`src/rtl/encoder32_rr.sv`:
```
// Round-robin 32-to-5 request encoder: sticky pending set, one index offered at a
// time on a valid/ready handshake, search starting just after the last grant.
module encoder32_rr #(
    parameter logic [4:0] PTR_INIT = 5'd0
) (
    input  logic        clk,
    input  logic        rst_n,
    input  logic [31:0] req,
    output logic [31:0] pending,
    output logic        out_valid,
    input  logic        out_ready,
    output logic [4:0]  out_idx
);

    typedef enum logic [0:0] {
        IDLE  = 1'b0,
        OFFER = 1'b1
    } state_t;

    state_t      state_r;
    state_t      state_s;
    logic [31:0] pending_r;
    logic [31:0] pending_s;
    logic [31:0] clr_s;
    logic [4:0]  ptr_r;
    logic [4:0]  ptr_s;
    logic [4:0]  idx_r;
    logic [4:0]  idx_s;
    logic        valid_r;
    logic        valid_s;
    logic [5:0]  pick_res_s;
    logic [4:0]  pick_s;
    logic        any_s;
    logic        hs_s;

    // Returns {found, index} of the first set bit scanning start, start+1, ... modulo 32.
    function automatic logic [5:0] rr_pick(input logic [31:0] vec, input logic [4:0] start);
        logic [5:0] res;
        logic [4:0] pos;
        res = 6'd0;
        for (int i = 31; i >= 0; i--) begin
            pos = start + 5'(i);
            if (vec[pos]) begin
                res = {1'b1, pos};
            end else begin
                res = res;
            end
        end
        return res;
    endfunction

    // Round-robin pick from registered state only, plus handshake detect.
    always_comb begin
        pick_res_s = rr_pick(pending_r, ptr_r);
        any_s      = pick_res_s[5];
        pick_s     = pick_res_s[4:0];
        hs_s       = valid_r & out_ready;
    end

    // FSM state register.
    always_ff @(posedge clk or negedge rst_n) begin
        if (!rst_n) begin
            state_r <= IDLE;
        end else begin
            state_r <= state_s;
        end
    end

    // FSM next-state logic.
    always_comb begin
        state_s = state_r;
        case (state_r)
            IDLE: begin
                if (any_s) begin
                    state_s = OFFER;
                end else begin
                    state_s = IDLE;
                end
            end
            OFFER: begin
                if (hs_s) begin
                    state_s = IDLE;
                end else begin
                    state_s = OFFER;
                end
            end
            default: state_s = IDLE;
        endcase
    end

    // FSM output logic: next values of the offer registers, pointer and clear mask.
    always_comb begin
        clr_s   = 32'd0;
        ptr_s   = ptr_r;
        idx_s   = idx_r;
        valid_s = valid_r;
        case (state_r)
            IDLE: begin
                if (any_s) begin
                    idx_s   = pick_s;
                    valid_s = 1'b1;
                end else begin
                    valid_s = 1'b0;
                end
            end
            OFFER: begin
                if (hs_s) begin
                    clr_s   = 32'd1 << idx_r;
                    ptr_s   = idx_r + 5'd1;
                    valid_s = 1'b0;
                end else begin
                    valid_s = 1'b1;
                end
            end
            default: begin
                valid_s = 1'b0;
            end
        endcase
    end

    // Set wins over clear so a re-raised request is never lost.
    always_comb begin
        pending_s = (pending_r & ~clr_s) | req;
    end

    // Datapath registers feeding the outputs.
    always_ff @(posedge clk or negedge rst_n) begin
        if (!rst_n) begin
            pending_r <= 32'd0;
            ptr_r     <= PTR_INIT;
            idx_r     <= 5'd0;
            valid_r   <= 1'b0;
        end else begin
            pending_r <= pending_s;
            ptr_r     <= ptr_s;
            idx_r     <= idx_s;
            valid_r   <= valid_s;
        end
    end

    assign pending   = pending_r;
    assign out_valid = valid_r;
    assign out_idx   = idx_r;

endmodule

```
`config.mk`:
```
export PLATFORM = sky130hd
export DESIGN_NAME = encoder32_rr
export DESIGN_NICKNAME = d
export VERILOG_FILES = /design/src/rtl/encoder32_rr.sv
export SDC_FILE = /design/constraint.sdc
export NUM_CORES = 1
export LEC_CHECK = 0
export CORE_ASPECT_RATIO = 1.2
export CORE_MARGIN = 2
export CORE_UTILIZATION = 45
export DETAILED_ROUTE_END_ITERATION = 10
export GPL_ROUTABILITY_DRIVEN = 0
export GPL_TIMING_DRIVEN = 0
export MAX_ROUTING_LAYER = met4
export PLACE_DENSITY = 0.64
export SYNTH_ARGS = -nofsm -noshare
export SYNTH_HDL_FRONTEND = slang
export SYNTH_SLANG_ARGS = --single-unit
```
`constraint.sdc`:
```
create_clock -name clk -period 8 [get_ports clk]
set_clock_uncertainty 0.1 [all_clocks]
set_input_delay 1.6 -clock clk [delete_from_list [all_inputs] [get_ports clk]]
set_output_delay 1.6 -clock clk [all_outputs]
set_load 0.1 [all_outputs]
```
Word level (Yosys, flattened, before mapping)
Cells that the tools add are included.

Equality and inequality tests: 0. Multiplexer cells: 101. Reduce and logical (&&, ||, !) cells: 2. $mul: 0. Add/sub/neg operators: 32. Bitwise gates (word level): 5. Shift operators: 1. Order comparisons: 32. Divide/modulo/power cells: 0.

Operators by type and width (number): $lt A5 B6 Y1 const B (32); $mux W6 (32); $bmux W1 S5 (32); $add A5 B5 Y5 const B (16); $mux W32 (2); $add A5 B4 Y5 const B (8); $mux W1 (34); $and A32 B32 Y32 (1); $not A32 Y32 (1); $or A32 B32 Y32 (1); $shl A1 B5 Y32 const A (1); $add A5 B3 Y5 const B (4); $add A5 B1 Y5 const B (2); $add A5 B2 Y5 const B (2); $reduce_and A2 Y1 (2); $pmux W1 S2 (1); $and A1 B1 Y1 (1); $not A1 Y1 (1).

Memory bits (writable): 0. ROM bits: 0. Memories: 0. Flip-flop bits (word level): 43. Bits in latches: 0.

Logic depth before layout (Yosys ltp)
Word-level depth: 37. Depth in mapped cells: 19. Gate-level depth less buffers: 12.

Worst setup path after synthesis
OpenSTA, ideal clock, no wires.

Path type: register -> register. From: reg ptr_r[1]. To: reg valid_r (netlist: out_valid). Arrival: 4.499 ns. Stages on the path, launching flop included: 18. Clock period less this slack: 4.719 ns. Data required time: 7.780 ns. Slack: 3.281 ns. Cells stage by stage: dfrtp_1 > buf_2 > buf_2 > buf_2 > inv_1 > clkbuf_1 > ha_1 > buf_2 > buf_1 > mux4_1 > mux4_2 > mux2i_4 > nand2_2 > or3_1 > nor4_1 > a31oi_1 > buf_6 > a21o_1.

Cells in the longest elaborated chain, start to end: 37.

Ends and longest elaborated chain: start, declared (RTL line 25) `logic [4:0] ptr_r;`; start signal, assigned (RTL line 135) `ptr_r <= ptr_s;`; $add A5 B5 Y5 (RTL line 42) `pos = start + 5'(i);`; $bmux W1 S5 (RTL line 43) `if (vec[pos]) begin`; $mux W1 (implied by the code) (RTL line 43); $mux W6 (31 in a row) (RTL line 43); $mux W6 (*) (RTL line 43); $mux W1 (*); $pmux W1 S2 (*); net state_s (RTL line 21) `state_t state_s;`; end signal, assigned (RTL line 137) `valid_r <= valid_s;`; end, declared (RTL line 29) `logic valid_r;`.

Mark *: on every way through the listed nets, which the timed path passes. The rest lies on a longest branch. The select of a mux whose other input is x is not followed. A chain may end at the register's enable or synchronous reset.

Final worst setup path
From: reg ptr_r[1]. To: reg idx_r[3] (netlist: out_idx[3]).

Cells in the longest elaborated chain, start to end: 36.

Ends and longest elaborated chain: $add A5 B5 Y5 (RTL line 42); $bmux W1 S5 (RTL line 43); $mux W1 (implied by the code) (RTL line 43); $mux W6 (31 in a row) (RTL line 43); $mux W6 (*) (RTL line 43); $reduce_and A2 Y1 (no line); end signal, assigned (RTL line 136) `idx_r <= idx_s;`; end, declared (RTL line 27) `logic [4:0] idx_r;`.

Mark *: on every way between the ends. The rest lies on a longest branch, timed or not. The select of a mux whose other input is x is not followed.

==> reports/qor.txt <==
Status = finished, violations left
Failing checks = max-capacitance violations
Total GRT Usage = 36.4%
Placement row count = 52
VDD IR max = 0.367 mV
Layout cell share with drive strength beyond 1 = 14.4%
Worst-path clk slew = 0.06 ns
DR WL/cell = 28.3 microns
CTS tree = done
Max incr delay on CP = 0.82 ns
Die Width = 124 microns
M1 wire length = 11,600 microns
Startpoint types = register
Post-synth cell types = 80
Filler cells = 1,600
FF-to-FF Start = ptr_r[1]
Worst skew pair latency = 0.28 ns
Synth Cell Area = 7710 sq um
N_diodes = 0
Crit Path Category = register to register
Drc violations = 0
Most frequent CP cell = buf_2
Final Hold Vio Count = 0
First-pass GRT wire length = 47,700 microns
Seq cells post-synth = 43
Worst-Margin Slew = 1.48 ns
Total gr overflow = 0
# IOs = 73
WL final = 31,700 microns
Vias per cell = 7.22
Worst-path maximum fanout = 13
Period utilization = 90.0%
Post-DP HPWL = 24,600 microns
Clock Tree Root = clkbuf_16
Rel. slew slack = 0.709%
Async S/R FF share, synth = 100%
Area Overhead vs Synth = 15.1%
CP delay by family, top = buffers and inverters
Initial antenna violation count = 0
CTS max path bufs = 2
Worst Path Buf+Inv = 7
Post-cts resize count = 0
Starting density of the core = 45.8%
Hold buffers post-CTS = 0
CP Cell Sequence = buf_2, buf_2, buf_2, inv_1, clkbuf_1, ha_1, inv_1, a21oi_1, xnor2_1, mux4_2, nor4bb_1, nand2_1, nor4_1, a31oi_1, buf_6, nor2_1, a31oi_1
Post-Syn Area per Cell = 9.33 sq um
ANT nets after route = 0
Met2 wire length = 14,200 microns
Final setup viols = 0
Top Layer Used = met4
DIE AREA = 18,200 sq um
Syn Inst Count = 827
Setup bufs post-CTS = 0
Slowest cell on crit path = xnor2_1
Setup ws final = 0.797 ns
Clock Sinks = 43
Hold path start = pending[30]
Die height = 147 microns
Crit end category = register
Top_reg_cell synth = dfrtp_1
I/O Buffers = 72
Max_cap viols = 1
Overall Power = 3970 uW
Core area = 16,900 sq um
Warnings from Yosys = 0
Final core occ = 52.7%
Crit path launch = ptr_r[1]
RSZ-0062 raised after global routing = no
Net Count, Synth = 879
Number of synthesized flops with an enable pin = 0
Place WS = 1.29 ns
Crit path time final = 7.20 ns
Min-Delay Path Class = register to register
Fmax = 0.139 GHz
Power per cell area = 447 nW/um^2
Critical Path AT = 7.24 ns
H-tree depth reported by CTS = 2
Data required, critical path = 8.04 ns
Fin nets = 959
Number of global-route vias before repair = 7,622
Fin Setup TNS = 0 ns
Number of buffers created by CTS = 5
Seq/Total Area, Yosys = 13.9%
DRT Pass-1 Iters = 6
Pins Over Slew Limit = 0
Initial DRC count = 896
Largest net degree at the start of global routing = 39
Met3 WL post-DR = 2710 microns
Via Count = 8,111
P_leak = 0.00300 uW
## layer usage
layer	track usage (%)	up-vias
li1	-	3418
met1	46.1	3899
met2	53.5	596
met3	3.20	198
met4	27.7	0
met5	-	-
## logic make-up after synthesis
logic type | count (synthesis) | share of synthesized area (%)
buf+inv | 78 | 4.72
compound gates | 210 | 19.2
xor+xnor | 36 | 4.38
mux | 164 | 37.7
fa+ha+maj | 17 | 2.76
flops | 43 | 13.9
simple gates | 279 | 17.3
## cell usage in the layout, fill, tap and decap left out, drive strengths merged, types with 8 or more instances in the layout
cell type / netlist / final
a21o: 33 / 33
a21oi: 36 / 36
a22oi: 8 / 8
a31oi: 12 / 12
and2: 10 / 10
and3: 13 / 13
buf: 30 / 32
clkbuf: 21 / 27
clkdlybuf4s50: 0 / 71
dfrtp: 43 / 43
ha: 17 / 17
inv: 26 / 26
mux2: 20 / 20
mux2i: 57 / 57
mux4: 87 / 87
nand2: 106 / 106
nand2b: 15 / 15
nand3: 26 / 26
nand4: 10 / 10
nor2: 48 / 48
nor2b: 10 / 10
nor3: 19 / 19
o21ai: 42 / 42
xnor2: 28 / 28
xor2: 8 / 8
## flip-flops by register name, indices dropped and copies added (netlist names)
name,cells
pending,32
out_idx,5
ptr_r,5
out_valid,1
## synthesized netlist by cell type, drive strengths merged (19+ instances only)
cell	count	share of area, %
a21o	33	3.2
a21oi	36	2.4
buf	30	2.4
clkbuf	21	1.0
dfrtp	43	14
inv	26	1.3
mux2	20	2.9
mux2i	57	8.0
mux4	87	27
nand2	106	5.2
nand3	26	1.7
nor2	48	2.3
nor3	19	1.2
o21ai	42	2.7
xnor2	28	3.5
## cell type report
| class | count | area [sq um] | area share [%] |
|---|---|---|---|
| Timing Repair Buffer | 73 | 736 | 8.29 |
| Tap cell | 216 | 270 | 3.04 |
| Clock buffer | 6 | 129 | 1.45 |
| Inverter | 27 | 101 | 1.14 |
| Multi-Input combinational cell | 706 | 6270 | 70.7 |
| Sequential cell | 43 | 1080 | 12.1 |
| Buffer | 51 | 263 | 2.96 |
| Clock inverter | 1 | 30.0 | 0.338 |
## report_power, final
group | internal (uW) | switching [uW] | leakage (uW)
clock | 146 | 81.1 | 0.0000769
sequential | 254 | 70.3 | 0.000412
combinational | 1170 | 2250 | 0.00251
total | 1570 | 2400 | 0.00300
## final timing paths
kind,end,slack [ns],cells after the start
worst max-delay path,out_idx[3],0.80,17
worst min-delay path,pending[30],0.48,1
worst max register to register,out_idx[3],0.80,17
worst min register to register,pending[30],0.48,1
max in group asynchronous,pending[25],6.31,2
min in group asynchronous,pending[1],1.04,1
## per-stage QoR
stage / instances / hold WS (ns) / area, sq um
finish: 1123 / 0.476 / 8880
detailed placement: 1116 / 0.468 / 8720
floorplan: 827 / 0.950 / 7710
global route: 1123 / 0.517 / 8880
CTS: 1123 / 0.481 / 8880
global placement: 1115 / 0.467 / 8700
Power figures use the tool's default switching activity.
